### src/rtl/boid_frame_plotter.sv
// Per-frame boid sprite plotter: swaps display buffers, walks each boid, and writes a clipped square sprite to the display RAM.
// Optional feature macro: BOID_PLOT_STATS_EN (count plotted boids into boids_drawn).
module boid_frame_plotter #(
    parameter int MAX_BOIDS      = 8,
    parameter int BOID_SEL_WIDTH = $clog2(MAX_BOIDS),
    parameter int VIDEO_WIDTH    = 640,
    parameter int VIDEO_HEIGHT   = 480,
    parameter int ADDR_WIDTH     = 19,
    parameter int SPRITE_SIZE    = 2
) (
    input  logic                      clock,
    input  logic                      resetn,
    input  logic                      frame_start,
    output logic [BOID_SEL_WIDTH-1:0] boid_sel,
    input  logic [9:0]                boid_x,
    input  logic [8:0]                boid_y,
    output logic                      buf_swap,
    output logic                      pix_we,
    output logic [ADDR_WIDTH-1:0]     pix_addr,
    output logic                      busy,
    output logic                      done,
    output logic                      overrun,
    output logic [BOID_SEL_WIDTH:0]   boids_drawn
);
    typedef enum logic [2:0] {S_IDLE, S_SWAP, S_SELECT, S_LATCH, S_PLOT, S_DONE} state_t;

    localparam int DW = 3;
    localparam logic [DW-1:0]             LAST_D   = DW'(SPRITE_SIZE - 1);
    localparam logic [BOID_SEL_WIDTH-1:0] LAST_IDX = BOID_SEL_WIDTH'(MAX_BOIDS - 1);
    localparam logic [ADDR_WIDTH-1:0]     ROW_STEP = ADDR_WIDTH'(VIDEO_WIDTH);
    localparam logic [10:0]               VW_X     = 11'(VIDEO_WIDTH);
    localparam logic [9:0]                VH_Y     = 10'(VIDEO_HEIGHT);

    state_t                    state_q, state_d;
    logic [BOID_SEL_WIDTH-1:0] idx_q, idx_d;
    logic [9:0]                x_q, x_d;
    logic [8:0]                y_q, y_d;
    logic [DW-1:0]             dx_q, dx_d, dy_q, dy_d;
    logic [ADDR_WIDTH-1:0]     row_base_q, row_base_d;

    logic                      buf_swap_q, pix_we_q, busy_q, done_q, overrun_q, fs_ign_q;
    logic [ADDR_WIDTH-1:0]     pix_addr_q;
    logic [BOID_SEL_WIDTH-1:0] boid_sel_q;

    logic        on_screen, last_boid, pix_in;
    logic [10:0] px;
    logic [9:0]  py;

    assign on_screen = ({1'b0, boid_x} < VW_X) && ({1'b0, boid_y} < VH_Y);
    assign last_boid = (idx_q == LAST_IDX);
    assign px        = {1'b0, x_q} + 11'(dx_q);
    assign py        = {1'b0, y_q} + 10'(dy_q);
    assign pix_in    = (px < VW_X) && (py < VH_Y);

    always_comb begin
        state_d    = state_q;
        idx_d      = idx_q;
        x_d        = x_q;
        y_d        = y_q;
        dx_d       = dx_q;
        dy_d       = dy_q;
        row_base_d = row_base_q;
        case (state_q)
            S_IDLE: begin
                if (frame_start) state_d = S_SWAP;
            end
            S_SWAP: begin
                idx_d   = '0;
                state_d = S_SELECT;
            end
            S_SELECT: state_d = S_LATCH;
            S_LATCH: begin
                x_d = boid_x;
                y_d = boid_y;
                if (on_screen) begin
                    row_base_d = ADDR_WIDTH'(boid_y) * ROW_STEP + ADDR_WIDTH'(boid_x);
                    dx_d       = '0;
                    dy_d       = '0;
                    state_d    = S_PLOT;
                end else if (last_boid) begin
                    state_d = S_DONE;
                end else begin
                    idx_d   = idx_q + 1'b1;
                    state_d = S_SELECT;
                end
            end
            S_PLOT: begin
                if (dx_q == LAST_D) begin
                    dx_d       = '0;
                    row_base_d = row_base_q + ROW_STEP;
                    if (dy_q == LAST_D) begin
                        if (last_boid) begin
                            state_d = S_DONE;
                        end else begin
                            idx_d   = idx_q + 1'b1;
                            state_d = S_SELECT;
                        end
                    end else begin
                        dy_d = dy_q + 1'b1;
                    end
                end else begin
                    dx_d = dx_q + 1'b1;
                end
            end
            S_DONE:  state_d = S_IDLE;
            default: state_d = S_IDLE;
        endcase
    end

    always_ff @(posedge clock or negedge resetn) begin
        if (!resetn) begin
            state_q    <= S_IDLE;
            idx_q      <= '0;
            x_q        <= '0;
            y_q        <= '0;
            dx_q       <= '0;
            dy_q       <= '0;
            row_base_q <= '0;
        end else begin
            state_q    <= state_d;
            idx_q      <= idx_d;
            x_q        <= x_d;
            y_q        <= y_d;
            dx_q       <= dx_d;
            dy_q       <= dy_d;
            row_base_q <= row_base_d;
        end
    end

    // Every output is a register fed from the current state, so nothing combinational reaches a port.
    always_ff @(posedge clock or negedge resetn) begin
        if (!resetn) begin
            buf_swap_q <= 1'b0;
            pix_we_q   <= 1'b0;
            pix_addr_q <= '0;
            busy_q     <= 1'b0;
            done_q     <= 1'b0;
            fs_ign_q   <= 1'b0;
            overrun_q  <= 1'b0;
            boid_sel_q <= '0;
        end else begin
            buf_swap_q <= (state_q == S_SWAP);
            busy_q     <= (state_q != S_IDLE);
            done_q     <= (state_q == S_DONE);
            pix_we_q   <= (state_q == S_PLOT) && pix_in;
            if (state_q == S_PLOT) pix_addr_q <= row_base_q + ADDR_WIDTH'(dx_q);
            if (state_q == S_IDLE)        boid_sel_q <= '0;
            else if (state_q == S_SELECT) boid_sel_q <= idx_q;
            fs_ign_q   <= frame_start && (state_q != S_IDLE);
            overrun_q  <= fs_ign_q;
        end
    end

`ifdef BOID_PLOT_STATS_EN
    logic [BOID_SEL_WIDTH:0] cnt_q, drawn_q;

    always_ff @(posedge clock or negedge resetn) begin
        if (!resetn) begin
            cnt_q   <= '0;
            drawn_q <= '0;
        end else begin
            if (state_q == S_SWAP)                    cnt_q <= '0;
            else if (state_q == S_LATCH && on_screen) cnt_q <= cnt_q + 1'b1;
            if (state_q == S_DONE) drawn_q <= cnt_q;
        end
    end

    assign boids_drawn = drawn_q;
`else
    assign boids_drawn = '0;
`endif

    assign buf_swap = buf_swap_q;
    assign pix_we   = pix_we_q;
    assign pix_addr = pix_addr_q;
    assign busy     = busy_q;
    assign done     = done_q;
    assign overrun  = overrun_q;
    assign boid_sel = boid_sel_q;
endmodule

### config.mk
export PLATFORM = sky130hd
export DESIGN_NAME = boid_frame_plotter
export DESIGN_NICKNAME = d
export VERILOG_FILES = /design/src/rtl/boid_frame_plotter.sv
export SDC_FILE = /design/constraint.sdc
export NUM_CORES = 1
export LEC_CHECK = 0
export BUFFER_PORTS_ARGS = -buffer_cell sky130_fd_sc_hd__buf_2
export CELL_PAD_IN_SITES_DETAIL_PLACEMENT = 1
export CELL_PAD_IN_SITES_GLOBAL_PLACEMENT = 1
export CORE_ASPECT_RATIO = 2
export CORE_MARGIN = 2
export CORE_UTILIZATION = 45
export DETAILED_ROUTE_END_ITERATION = 16
export GPL_ROUTABILITY_DRIVEN = 0
export PLACE_DENSITY_LB_ADDON = 0.2
export SLEW_MARGIN = 20
export SYNTH_ARGS = -nofsm -noshare
export SYNTH_HDL_FRONTEND = slang
export SYNTH_SLANG_ARGS = --single-unit
export TNS_END_PERCENT = 50
### constraint.sdc
create_clock -name clock -period 2.6 [get_ports clock]
set_input_delay 0.13 -clock clock [delete_from_list [all_inputs] [get_ports clock]]
set_output_delay 0.13 -clock clock [all_outputs]
set_load 0.03 [all_outputs]
# Word level (Yosys, flattened, before mapping)
# Index checks and enable logic that the tools add are counted.
[word_totals] reg_bits=78 output_inout_bits=31
[op_classes] addsub=8 mul=1 order_cmp=4 eq_ne=14 muxes=22 n_reduce_logical=14
[op_table] cell="2-to-1 mux 3 bit" n=15
[op_table] cell="2-to-1 mux 19 bit" n=2
[op_table] cell="one-hot mux 19 bit (2 select lines)" n=1
[op_table] cell="adder 19 x 10 -> 19 bit" n=1
[op_table] cell="adder 19 x 10 -> 19 bit, second input constant" n=1
[op_table] cell="adder 19 x 3 -> 19 bit" n=1
[op_table] cell="one-hot mux 3 bit (5 select lines)" n=1
[op_table] cell="multiplier 9 x 3 -> 12 bit, second input constant" n=1
[op_table] cell="!= test 2 bit, second input constant" n=6
[op_table] cell="one-hot mux 3 bit (2 select lines)" n=2
[op_table] cell="adder 10 x 3 -> 11 bit" n=1
[op_table] cell="< comparator 11 x 10 -> 1 bit, second input constant" n=1
[op_table] cell="adder 9 x 3 -> 10 bit" n=1
[op_table] cell="< comparator 10 bit, second input constant" n=1
[op_table] cell="< comparator 10 x 9 -> 1 bit, second input constant" n=1
[op_table] cell="adder 3 x 1 -> 3 bit, second input constant" n=3
[op_table] cell="== test 3 x 1 -> 1 bit, second input constant" n=3
[op_table] cell="== test 3 bit, second input constant" n=3
[op_table] cell="< comparator 9 bit, second input constant" n=1
[op_table] cell="one-hot mux 3 bit (3 select lines)" n=1
[op_table] cell="AND reduction 4 bit" n=2
[op_table] cell="== test 3 x 2 -> 1 bit, second input constant" n=2
[op_table] cell="AND reduction 3 bit" n=2
[op_table] cell="nonzero test 3 bit" n=2
[op_table] cell="other kinds (4)" n=8

# Longest topological paths before layout
[logic_depth] ltp_word=5 depth_mapped=9 mapped_depth_nobuf=9

# Worst setup path after synthesis
# No wires, ideal clock.
[synth_timing] kind="input to register" startpoint="input port boid_y[1]" endpoint="register row_base_q[17]" setup_time_ps=77 arrival_time_ps=2120 required_ps=2523 slack_ps=402 stages=9 path_buffers=0 cell_sequence="ha_1 ha_1 fa_1 a21o_1 a221oi_2 xnor2_1 nand4_1 xor2_1 a21oi_1"
[synth_between] elab_chain_cells=4
[synth_rtl] element="from (decl)" line_no="16" source="input logic [8:0] boid_y,"
[synth_rtl] element="multiplier 9 x 3 -> 12 bit or < comparator 9 bit (tied branches)" line_no="76, 49"
[synth_rtl] element="adder 19 x 10 -> 19 bit or logical AND 1 bit (tied branches)" line_no="76, 49"
[synth_rtl] element="2-to-1 mux 19 bit or != test 2 bit (tied branches)"
[synth_rtl] element="one-hot mux 19 bit (2 select lines) or AND reduction 3 bit (tied branches)"
[synth_rtl] element="to (signal assigned)" line_no="126" source="row_base_q <= row_base_d;"
[synth_rtl] element="to (decl)" line_no="39" source="logic [ADDR_WIDTH-1:0] row_base_q, row_base_d;"
# Several ways; a longest one is shown, not always the timed one. The select of a mux whose other input is x is not followed.
# A chain may end at the register's enable or synchronous reset.

# Final worst setup path
[layout_timing] startpoint="register dx_q[1]" endpoint="register pix_addr_q[16] (netlist: pix_addr[16])"
[layout_between] elab_chain_cells=1
[layout_rtl] element="from (decl)" line_no="38" source="logic [DW-1:0] dx_q, dx_d, dy_q, dy_d;"
[layout_rtl] element="from (signal assigned)" line_no="116" source="dx_q <= '0;"
[layout_rtl] element="from (signal assigned)" line_no="124" source="dx_q <= dx_d;"
[layout_rtl] element="adder 19 x 3 -> 19 bit" line_no="146" source="if (state_q == S_PLOT) pix_addr_q <= row_base_q + ADDR_WIDTH'(dx_q);"
[layout_rtl] element="to (signal assigned)" line_no="146"
[layout_rtl] element="to (decl)" line_no="42" source="logic [ADDR_WIDTH-1:0] pix_addr_q;"
# Every way passes these cells.

==> flow_summary.ini <==
[finish]
nets = 578
multi_input_area_um2 = 2360
drive_above_1_share_pct = 19.8
filler_cell_count = 1170
n_antenna_cell = 0
fin_cells = 661
register_area_um2 = 1950
syn_to_final_growth_pct = 15.0
fin_area_um2 = 5170

[power_and_ir_drop]
p_leak_nw = 2.45
peakVddDrop_uv = 616
pwr_density_cell_nw_per_um2 = 1090
total_power_mw = 5.63

[synthesis]
synthArstFlopShare_pct = 100
ys_warn_count = 0
synth_edf_count = 0
ys_seq_area_share_pct = 43.4
synth.cell_area_um2 = 4490
synth_seq_cells = 78
synth.distinct_cells = 60
syn_avg_cell_area_um2 = 9.54
ys.flop_type = dfrtp_1
netlist_instances = 471

[timing]
timing.final.max_slew_violations = 0
finalSetupTns_ps = 0
relSlewSlack_pct = 33.8
worst_pin_slew_ps = 993
clock_skew_ps = 6.88
rsz0062_at_grt = false
hold_viol = 63
period_needed_ps = 2250
finalCritPeriodShare_pct = 86.4
max_freq_mhz = 445
fin_hold_ws_ps = -42.9
setup_violations = 0

[floorplan]
die_w_um = 74.7
die_area_um2 = 10900
initial_core_util_pct = 46.3
core-area_um2 = 9700
num_rows = 51
die_h_um = 145
io_pins = 53

[route]
route.detailed.drc = 0
antenna_left = 0
wl_per_cell_um = 16.9
vias = 3667
drt-pass1-iter-count = 4
drt-initial-drc-count = 85
wl_um = 11200
vias_per_cell = 5.55

[critical_path]
r2r_start = dx_q[1]
arrival_ps = 2450
path_class = reg -> reg
crit_required_ps = 2800
cp_max_fo = 6
cp-start-kind = flop
end_kind = flop
cp-startpoint = dx_q[1]

[placement]
port_buffers = 48
place_area_um2 = 4880
placedCellCount = 644
dp_hpwl_um = 8610

[run_status]
status = finished, violations left
violations = hold timing

[cts]
clockBufferDepth = 2
htreeDepth = 3
clk_pin_slew_ps = 60
cts_tree = yes
clkLatencyLatePin_ps = 340
cts_resized = 0
numCtsBuffers = 9
clock_sinks = 78
clockRootBuffer = clkbuf_16

[grt]
overflow = 0
antenna_found_initial = 0
grt_pass1_wl_um = 19200
grt_pass1_vias = 3911
grt_max_degree = 79
grt_use_total_pct = 22.8

[worst_hold_path]
hold_class = in -> async

[flow_run]
maxCapViolations = 0
## layout make-up
type                       count  share of cell area, %
timing repair buffer          62                   6.78
clock inverter                 5                  0.654
sequential                    78                   37.8
clock buffer                  11                   4.70
multi-input combinational    355                   45.6
inverter                      18                   1.31
tap                          132                   3.20
## what timing repair did
item / CTS / global route
hold buffers: 1 / 0
endpoints found under the hold margin: 1 / 0
buffers inserted: 0 / 0
## state kept, by name (all words and copies together), names as in the netlist, 3 cells and up
name	cells
boid_sel	3
pix_addr	19
x_q	10
y_q	9
row_base_q	19
state_q	3
dy_q	3
idx_q	3
dx_q	3
## routing by layer
| metal | track usage, % | vias up | share of wire [%] | routed length (um) |
|---|---|---|---|---|
| li1 | - | 1754 | - | - |
| met1 | 25.5 | 1826 | 38 | 4290 |
| met2 | 41.6 | 67 | 57 | 6380 |
| met3 | 3.46 | 20 | 2.1 | 231 |
| met4 | 8.30 | 0 | 2.6 | 295 |
| met5 | 0 | - | 0 | 0 |
## worst paths after layout
check | to | slack, ps | cells past startpoint
worst min-delay path | state_q[2] | -40 | 1
min in group clock | row_base_q[2] | 20 | 3
worst max register to register | pix_addr[16] | 350 | 8
worst min register to register | overrun | 350 | 0
max in group asynchronous | pix_addr[16] | 1990 | 1
worst max-delay path | pix_addr[16] | 350 | 8
## synthesized netlist by cell type, types with 8 or more instances
library cell / n / area share, %
xor2_1: 14 / 2.7
ha_1: 29 / 8.1
nand3_1: 21 / 2.3
nand2_1: 60 / 5.0
inv_1: 18 / 1.5
dfrtp_1: 78 / 43
a21oi_1: 34 / 3.8
clkbuf_1: 9 / 0.75
mux2_2: 17 / 4.3
nor3_1: 12 / 1.3
buf_4: 8 / 1.3
nor2_1: 29 / 2.4
o21ai_0: 39 / 4.3
xnor2_1: 13 / 2.5
## power by group
group | total (mW) | switching [mW] | internal, mW
combinational | 2.30 | 1.40 | 0.903
sequential | 2.16 | 0.419 | 1.74
clock | 1.16 | 0.491 | 0.672
## per-stage QoR
step           setup slack, ps  utilization (%)
2_1_floorplan              402                -
3_3_place_gp               161             50.2
3_5_place_dp              62.1             50.3
4_1_cts                    285             53.3
5_1_grt                    138             53.3
6_report                   353             53.3
## cell usage in the layout, fill, tap and decap left out, types with 17 or more instances in the layout
| cell type | instances |
|---|---|
| mux2_2 | 17 |
| buf_2 | 47 |
| o21ai_0 | 39 |
| dfrtp_1 | 78 |
| inv_1 | 18 |
| a21oi_1 | 34 |
| nor2_1 | 29 |
| ha_1 | 29 |
| nand2_1 | 60 |
| nand3_1 | 21 |
## worst max-delay path, cell delays in order, from the launching register on
cell and delay (ps):
dfrtp_1 440, inv_1 110, fa_1 490, nor2b_1 210, o2111ai_1 230, nor2_1 250
and2_1 180, xnor2_1 110, o21ai_0 90
## kinds of logic (layout without fill, tap and decap cells)
group                    count (synthesis)  count (layout)  synth area share, %
AND/OR/NAND/NOR                        168             168                 19.2
AO/OA/AOI/OAI                          106             106                 13.8
flip-flops                              78              78                 43.4
buffers and inverters                   41              96                 4.40
adder cells (fa/ha/maj)                 32              32                 9.41
XOR/XNOR                                27              27                 5.26
multiplexers                            18              18                 4.48
other                                    1               4               0.0834
Power figures use the tool's default switching activity.
